**src/rtl/dmem_arb_pkg.sv**
```systemverilog
// Shared types and constants for the TCM data-port arbiter.
package dmem_arb_pkg;

   typedef enum logic [1:0] {
      IDLE = 2'd0,
      OWN0 = 2'd1,
      OWN1 = 2'd2
   } owner_e;

   typedef logic port_id_t;

   localparam port_id_t PORT0 = 1'b0;
   localparam port_id_t PORT1 = 1'b1;

   localparam int unsigned OUTSTANDING_MAX = 16;
   localparam int unsigned TAG_W_MAX       = 32;

   // One requester's view of the bus; tag is held at maximum width and
   // truncated to TAG_W at the output mux.
   typedef struct packed {
      logic [31:0]          addr;
      logic [31:0]          data;
      logic                 rd;
      logic [3:0]           wr;
      logic                 cacheable;
      logic [TAG_W_MAX-1:0] tag;
      logic                 flush;
      logic                 invalidate;
      logic                 writeback;
   } req_t;

   function automatic logic req_valid(input req_t r);
      return r.rd | (|r.wr) | r.flush | r.invalidate | r.writeback;
   endfunction

endpackage

```
**src/rtl/dmem_arb_src_fifo.sv**
```systemverilog
// Outstanding-source FIFO: remembers which port issued each accepted
// request so in-order responses can be routed back.
module dmem_arb_src_fifo
   import dmem_arb_pkg::*;
#(
   parameter int unsigned DEPTH = 4
) (
   input  logic                   clk_i,
   input  logic                   rst_i,
   input  logic                   push_i,
   input  port_id_t               push_id_i,
   input  logic                   pop_i,
   output port_id_t               head_o,
   output logic                   full_o,
   output logic                   empty_o,
   output logic [$clog2(DEPTH):0] count_o
);

   localparam int unsigned PW = $clog2(DEPTH);
   localparam int unsigned CW = PW + 1;

   port_id_t        r_mem [DEPTH];
   logic [PW-1:0]   r_wptr;
   logic [PW-1:0]   r_rptr;
   logic [CW-1:0]   r_count;
   logic            w_push;
   logic            w_pop;

   assign full_o  = (r_count == CW'(DEPTH));
   assign empty_o = (r_count == '0);
   assign count_o = r_count;
   assign head_o  = r_mem[r_rptr];
   assign w_push  = push_i & ~full_o;
   assign w_pop   = pop_i & ~empty_o;

   // Storage, pointers and occupancy count.
   always_ff @(posedge clk_i or negedge rst_i) begin
      if (!rst_i) begin
         r_wptr  <= '0;
         r_rptr  <= '0;
         r_count <= '0;
         for (int unsigned i = 0; i < DEPTH; i++) r_mem[i] <= PORT0;
      end else begin
         if (w_push) begin
            r_mem[r_wptr] <= push_id_i;
            r_wptr        <= r_wptr + 1'b1;
         end
         if (w_pop) r_rptr <= r_rptr + 1'b1;
         case ({w_push, w_pop})
            2'b10:   r_count <= r_count + 1'b1;
            2'b01:   r_count <= r_count - 1'b1;
            default: r_count <= r_count;
         endcase
      end
   end

endmodule

```
**src/rtl/dmem_port_arbiter.sv**
```systemverilog
// Two-port arbiter for the TCM data port: port 0 = core, port 1 =
// loader/debug. Round-robin with owner lock, in-order response routing.
// Optional macro DMEM_ARB_PRIO_EN adds m1_prio_i (port 1 wins contention).
module dmem_port_arbiter
   import dmem_arb_pkg::*;
#(
   parameter int unsigned OUTSTANDING = 4,
   parameter int unsigned TAG_W       = 11
) (
   input  logic             clk_i,
   input  logic             rst_i,
   input  logic [31:0]      m0_addr_i,
   input  logic [31:0]      m0_data_wr_i,
   input  logic             m0_rd_i,
   input  logic [3:0]       m0_wr_i,
   input  logic             m0_cacheable_i,
   input  logic [TAG_W-1:0] m0_req_tag_i,
   input  logic             m0_flush_i,
   input  logic             m0_invalidate_i,
   input  logic             m0_writeback_i,
   output logic             m0_accept_o,
   output logic             m0_ack_o,
   output logic             m0_error_o,
   output logic [31:0]      m0_data_rd_o,
   output logic [TAG_W-1:0] m0_resp_tag_o,
   input  logic [31:0]      m1_addr_i,
   input  logic [31:0]      m1_data_wr_i,
   input  logic             m1_rd_i,
   input  logic [3:0]       m1_wr_i,
   input  logic [TAG_W-1:0] m1_req_tag_i,
   output logic             m1_accept_o,
   output logic             m1_ack_o,
   output logic             m1_error_o,
   output logic [31:0]      m1_data_rd_o,
   output logic [TAG_W-1:0] m1_resp_tag_o,
   output logic [31:0]      mem_d_addr_o,
   output logic [31:0]      mem_d_data_wr_o,
   output logic             mem_d_rd_o,
   output logic [3:0]       mem_d_wr_o,
   output logic             mem_d_cacheable_o,
   output logic [TAG_W-1:0] mem_d_req_tag_o,
   output logic             mem_d_flush_o,
   output logic             mem_d_invalidate_o,
   output logic             mem_d_writeback_o,
   input  logic             mem_d_accept_i,
   input  logic             mem_d_ack_i,
   input  logic             mem_d_error_i,
   input  logic [31:0]      mem_d_data_rd_i,
   input  logic [TAG_W-1:0] mem_d_resp_tag_i,
`ifdef DMEM_ARB_PRIO_EN
   input  logic             m1_prio_i,
`endif
   output logic             unexp_ack_o
);

   localparam int unsigned CW = $clog2(OUTSTANDING) + 1;

   owner_e          r_state;
   owner_e          w_state_next;
   port_id_t        r_rr;
   port_id_t        w_rr_next;
   logic            r_unexp;

   req_t            w_m0;
   req_t            w_m1;
   req_t            w_sel;
   req_t            w_out;
   logic            w_req0;
   logic            w_req1;
   port_id_t        w_sel_id;
   logic            w_sel_valid;
   logic            w_present;
   logic            w_push;
   logic            w_pop;
   logic            w_prio;
   port_id_t        w_head;
   logic            w_fifo_full;
   logic            w_fifo_empty;
   logic            w_full;
   logic [CW-1:0]   w_count;

`ifdef DMEM_ARB_PRIO_EN
   assign w_prio = m1_prio_i;
`else
   assign w_prio = 1'b0;
`endif

   // Pack each requester's fields into a common request record.
   always_comb begin
      w_m0            = '0;
      w_m0.addr       = m0_addr_i;
      w_m0.data       = m0_data_wr_i;
      w_m0.rd         = m0_rd_i;
      w_m0.wr         = m0_wr_i;
      w_m0.cacheable  = m0_cacheable_i;
      w_m0.tag        = TAG_W_MAX'(m0_req_tag_i);
      w_m0.flush      = m0_flush_i;
      w_m0.invalidate = m0_invalidate_i;
      w_m0.writeback  = m0_writeback_i;
      w_m1            = '0;
      w_m1.addr       = m1_addr_i;
      w_m1.data       = m1_data_wr_i;
      w_m1.rd         = m1_rd_i;
      w_m1.wr         = m1_wr_i;
      w_m1.tag        = TAG_W_MAX'(m1_req_tag_i);
   end

   assign w_req0 = req_valid(w_m0);
   assign w_req1 = req_valid(w_m1);
   // Count MSB is set only at DEPTH occupancy (power-of-two depth).
   assign w_full = w_fifo_full & w_count[CW-1];

   // Owner state register and round-robin pointer.
   always_ff @(posedge clk_i or negedge rst_i) begin
      if (!rst_i) begin
         r_state <= IDLE;
         r_rr    <= PORT0;
      end else begin
         r_state <= w_state_next;
         r_rr    <= w_rr_next;
      end
   end

   // Winner selection, bus presentation and owner next-state.
   always_comb begin
      w_sel_id     = PORT0;
      w_sel_valid  = 1'b0;
      w_state_next = r_state;
      w_rr_next    = r_rr;
      unique case (r_state)
         IDLE: begin
            if (w_req0 && w_req1) w_sel_id = w_prio ? PORT1 : r_rr;
            else if (w_req1)      w_sel_id = PORT1;
            else                  w_sel_id = PORT0;
            w_sel_valid = w_req0 | w_req1;
         end
         OWN0: begin
            w_sel_id    = PORT0;
            w_sel_valid = w_req0;
         end
         OWN1: begin
            w_sel_id    = PORT1;
            w_sel_valid = w_req1;
         end
         default: begin
            w_sel_id    = PORT0;
            w_sel_valid = 1'b0;
         end
      endcase

      w_present = rst_i & ~w_full & w_sel_valid;
      w_push    = w_present & mem_d_accept_i;

      unique case (r_state)
         IDLE: begin
            if (w_present) begin
               if (mem_d_accept_i) begin
                  if (!w_prio) w_rr_next = ~w_sel_id;
               end else begin
                  w_state_next = (w_sel_id == PORT1) ? OWN1 : OWN0;
               end
            end
         end
         OWN0, OWN1: begin
            // A dropped request releases the lock even while full.
            if (!w_sel_valid) begin
               w_state_next = IDLE;
            end else if (w_push) begin
               w_state_next = IDLE;
               w_rr_next    = ~w_sel_id;
            end
         end
         default: w_state_next = IDLE;
      endcase
   end

   assign w_sel = (w_sel_id == PORT1) ? w_m1 : w_m0;
   assign w_out = w_present ? w_sel : '0;

   assign mem_d_addr_o       = w_out.addr;
   assign mem_d_data_wr_o    = w_out.data;
   assign mem_d_rd_o         = w_out.rd;
   assign mem_d_wr_o         = w_out.wr;
   assign mem_d_cacheable_o  = w_out.cacheable;
   assign mem_d_req_tag_o    = w_out.tag[TAG_W-1:0];
   assign mem_d_flush_o      = w_out.flush;
   assign mem_d_invalidate_o = w_out.invalidate;
   assign mem_d_writeback_o  = w_out.writeback;

   assign m0_accept_o = w_push & (w_sel_id == PORT0);
   assign m1_accept_o = w_push & (w_sel_id == PORT1);

   dmem_arb_src_fifo #(
      .DEPTH (OUTSTANDING)
   ) u_src_fifo (
      .clk_i     (clk_i),
      .rst_i     (rst_i),
      .push_i    (w_push),
      .push_id_i (w_sel_id),
      .pop_i     (w_pop),
      .head_o    (w_head),
      .full_o    (w_fifo_full),
      .empty_o   (w_fifo_empty),
      .count_o   (w_count)
   );

   assign w_pop = mem_d_ack_i & ~w_fifo_empty;

   assign m0_ack_o      = w_pop & (w_head == PORT0);
   assign m0_error_o    = m0_ack_o & mem_d_error_i;
   assign m0_data_rd_o  = m0_ack_o ? mem_d_data_rd_i : '0;
   assign m0_resp_tag_o = m0_ack_o ? mem_d_resp_tag_i : '0;
   assign m1_ack_o      = w_pop & (w_head == PORT1);
   assign m1_error_o    = m1_ack_o & mem_d_error_i;
   assign m1_data_rd_o  = m1_ack_o ? mem_d_data_rd_i : '0;
   assign m1_resp_tag_o = m1_ack_o ? mem_d_resp_tag_i : '0;

   // Sticky flag for a response arriving with nothing outstanding.
   always_ff @(posedge clk_i or negedge rst_i) begin
      if (!rst_i)                          r_unexp <= 1'b0;
      else if (mem_d_ack_i && w_fifo_empty) r_unexp <= 1'b1;
   end

   assign unexp_ack_o = r_unexp;

endmodule

```
**config.mk**
```make
export PLATFORM = sky130hd
export DESIGN_NAME = dmem_port_arbiter
export DESIGN_NICKNAME = d
export VERILOG_FILES = /design/src/rtl/dmem_arb_pkg.sv /design/src/rtl/dmem_arb_src_fifo.sv /design/src/rtl/dmem_port_arbiter.sv
export SDC_FILE = /design/constraint.sdc
export NUM_CORES = 1
export LEC_CHECK = 0
export ABC_AREA = 1
export BUFFER_PORTS_ARGS = -buffer_cell sky130_fd_sc_hd__buf_2
export CAP_MARGIN = 5
export CORE_AREA = 8 8 147 149
export DETAILED_ROUTE_END_ITERATION = 8
export DIE_AREA = 0 0 155 157
export GPL_ROUTABILITY_DRIVEN = 0
export MAX_ROUTING_LAYER = met4
export SYNTH_ARGS = -nofsm -noshare
export SYNTH_HDL_FRONTEND = slang
export SYNTH_HIERARCHICAL = 1
export SYNTH_SLANG_ARGS = --single-unit
```
**constraint.sdc**
```tcl
create_clock -name clk_i -period 2.5 [get_ports clk_i]
set_input_delay 0.125 -clock clk_i [delete_from_list [all_inputs] [get_ports clk_i]]
set_output_delay 0.125 -clock clk_i [all_outputs]
set_load 0.05 [all_outputs]
```
==> impl_metrics.tcl <==
set metrics [dict create \
    final_nets 1164 \
    synthDistinctLibCells 28 \
    synth_area_leaders "nand2_1 21%, nor2_1 13%, dfrtp_1 12%, a21oi_2 11%, nand2_2 8.2%" \
    max-slew-margin-rel 0.651 \
    period_needed_ns 2.38 \
    io_buffers 388 \
    worst_pin_slew_ns 0.523 \
    worstPathMaxFanout 89 \
    die_w_um 155 \
    cts_tree "yes" \
    period_share 0.950 \
    rr_startpoint "r_state[0]$_DFFE_PN0P_" \
    grt_antenna_before_repair 2 \
    synthTopCellsByCount "173 x nand2_1, 105 x nor2_1, 67 x inv_1, 41 x nand2_2" \
    syn_nets 791 \
    first_global_vias 4740 \
    rsz0062_at_grt "false" \
    grt_first_pass_wirelength_um 27000 \
    drcViolationCount 0 \
    crit_slowest_cell "dfrtp_1" \
    clock.fmax_ghz 0.421 \
    clk_pin_slew_ns 0.05 \
    critPathLaunchType "flip-flop" \
    cp-end-kind "output pin" \
    ios 389 \
    powerDensity_mw_per_mm2 1570 \
    crit_chain "inv_2 -> ha_2 -> or2_2 -> o21ai_2 -> nand2_2 -> nand3_4 -> buf_12 -> a21oi_1 -> buf_2" \
    viasPerCell 3.93 \
    wire_per_inst_um 14.7 \
    status "finished clean" \
    ir_drop_uv 654 \
    ys.flop_type "dfrtp_1" \
    drt_first_pass_iters 5 \
    yosys_warnings 6 \
    synthArstFlopShare 1.00 \
    hold-path-cell-count 2 \
    synth-seq-cells 15 \
    drive_gt1_frac 0.577 \
    max_stage_delay_ns 0.40 \
    setup_tns_ns 0 \
    synth_top_area_frac 0.208 \
    clock_skew_ns 0.00412 \
    synth-edff-count 0 \
    worstHoldEndpoint "unexp_ack_o$_DFFE_PN0P_" \
    coreArea_mm2 0.0192 \
    seq_area_frac_synth 0.120 \
    fin_area_mm2 0.00570 \
    die_area_mm2 0.0243 \
    dpl.hpwl_um 15300 \
    antenna_left 0 \
    die_h_um 157 \
    syn_area_per_cell_um2 5.48 \
    hp-class "input port to flip-flop" \
    grt_util_all_layers 0.139 \
    crit_type "flip-flop to output pin" \
    grt-ovfl-total 0 \
    r2r_end "u_src_fifo/count_o[2]$_DFFE_PN0P_" \
    reg2reg_slack_ns 0.17 \
    grt_max_degree 90 \
    netlist_instances 569 \
    reg2reg_depth 15 \
    cts_num_sinks 15 \
    placement_rows 51 \
    ctsRootBufferMaster "clkbuf_16" \
    dpl_cell_area_mm2 0.00556 \
    first_iter_violations 314 \
    drv_slew 0 \
    critPathArrivalTime_ns 2.25 \
    clkLatencyLatePin_ns 0.24 \
    synthMostInstantiatedCell "nand2_1" \
    maxCapViolCount 0 \
    syn-cell-area_mm2 0.00312 \
    hold_path_startpoint "mem_d_ack_i" \
    setup-violations-final 0 \
    cts_buffers 3 \
    syn2layout_area_growth_pct 82.6 \
    initial_utilization 0.162 \
    leakage_nw 3.45 \
    vias 4751 \
    synth_top_area_cell "nand2_1" \
    wl_um 17800 \
    htreeDepth 1 \
    hold_viol_final 0 \
    required_ns 2.38 \
    clock_path_buffers 2 \
    fillers 2161 \
]
## worst max path at each step
stage,from,endpoint,slack [ns],cells past startpoint
floorplan,u_src_fifo/r_rptr[0]$_DFFE_PN0P_,m0_data_rd_o[10],0.003,7
global placement,r_state[0]$_DFFE_PN0P_,u_src_fifo/count_o[2]$_DFFE_PN0P_,0.1,15
detailed placement,r_state[0]$_DFFE_PN0P_,u_src_fifo/count_o[2]$_DFFE_PN0P_,0.02,15
CTS,r_state[0]$_DFFE_PN0P_,u_src_fifo/count_o[2]$_DFFE_PN0P_,0.004,15
global route,r_state[0]$_DFFE_PN0P_,u_src_fifo/count_o[2]$_DFFE_PN0P_,0.02,15
finish,r_state[0]$_DFFE_PN0P_,mem_d_data_wr_o[27],0.12,9
## timing repair
| action | CTS | global route |
|---|---|---|
| hold endpoints to repair | 15 | 0 |
| buffers inserted | 0 | 3 |
| endpoints found under the setup margin | 0 | 90 |
| hold buffers | 1 | 0 |
| gates resized for setup | 0 | 7 |
## state kept, by name (all words and copies together), names as in the netlist
register / flops
u_src_fifo/r_mem: 4
u_src_fifo/count_o: 3
r_state: 2
u_src_fifo/r_rptr: 2
u_src_fifo/r_wptr: 2
r_rr: 1
unexp_ack_o: 1
## power by group
group | internal, W | leakage [nW] | switching, W
Clock | 0.000215 | 0.0382 | 0.0000915
Combinational | 0.00201 | 3.23 | 0.00617
Sequential | 0.000358 | 0.185 | 0.0000956
Total | 0.00259 | 3.45 | 0.00635
## routing by layer
metal / GRT usage / wire length, µm / share of wire
met5: - / 0 / 0
met4: 0.0313 / 215 / 0.012
met3: 0.0263 / 1110 / 0.062
met2: 0.241 / 9280 / 0.52
met1: 0.166 / 7190 / 0.40
## placed cells by master, fill, tap and decap left out, types with 7 or more instances in the layout
cell	count
buf_12	15
buf_2	378
nand2_1	172
ha_1	7
nor2_1	65
nand3_1	10
buf_4	10
inv_1	66
a21oi_1	40
nor2_2	41
nand2_2	41
a21oi_2	40
dfrtp_1	15
## critical path: cells and delay by family (launching register included)
family                   cells  cell delay [ns]
buffers and inverters        3             0.66
flip-flops                   1             0.40
AO/OA/AOI/OAI                2             0.20
AND/OR/NAND/NOR              3             0.45
adder cells (fa/ha/maj)      1             0.19
## cell type report
class	count	area [µm²]	share of cell area
Multi-Input combinational cell	447	2350	0.413
Timing Repair Buffer	405	2290	0.402
Sequential cell	15	375	0.0659
Tap cell	265	332	0.0582
Inverter	70	263	0.0461
Clock buffer	4	78.8	0.0138
Antenna cell	2	5.00	0.000879
## through the flow
stage	hold WS [ns]	util	worst slack (ns)	cells	total power, W
finish	0.104	0.297	0.124	1208	0.00894
CTS	0.107	0.294	0.00416	1203	0.00895
detailed placement	0.122	0.290	0.0227	1198	0.00861
floorplan	-0.171	-	0.00312	569	0.00672
global route	0.112	0.297	0.0222	1208	0.00955
global placement	0.130	0.290	0.0987	1198	0.00857
## kinds of logic after synthesis
| logic type | count (synthesis) | synth area share |
|---|---|---|
| AOI/OAI and AO/OA | 92 | 0.199 |
| xor gates and xnor gates | 1 | 0.00281 |
| adders and majority gates | 10 | 0.0425 |
| buffers and inverters | 107 | 0.169 |
| DFF | 15 | 0.120 |
| and+or+nand+nor | 344 | 0.466 |
No activity file was read; power rests on OpenSTA's default activity.
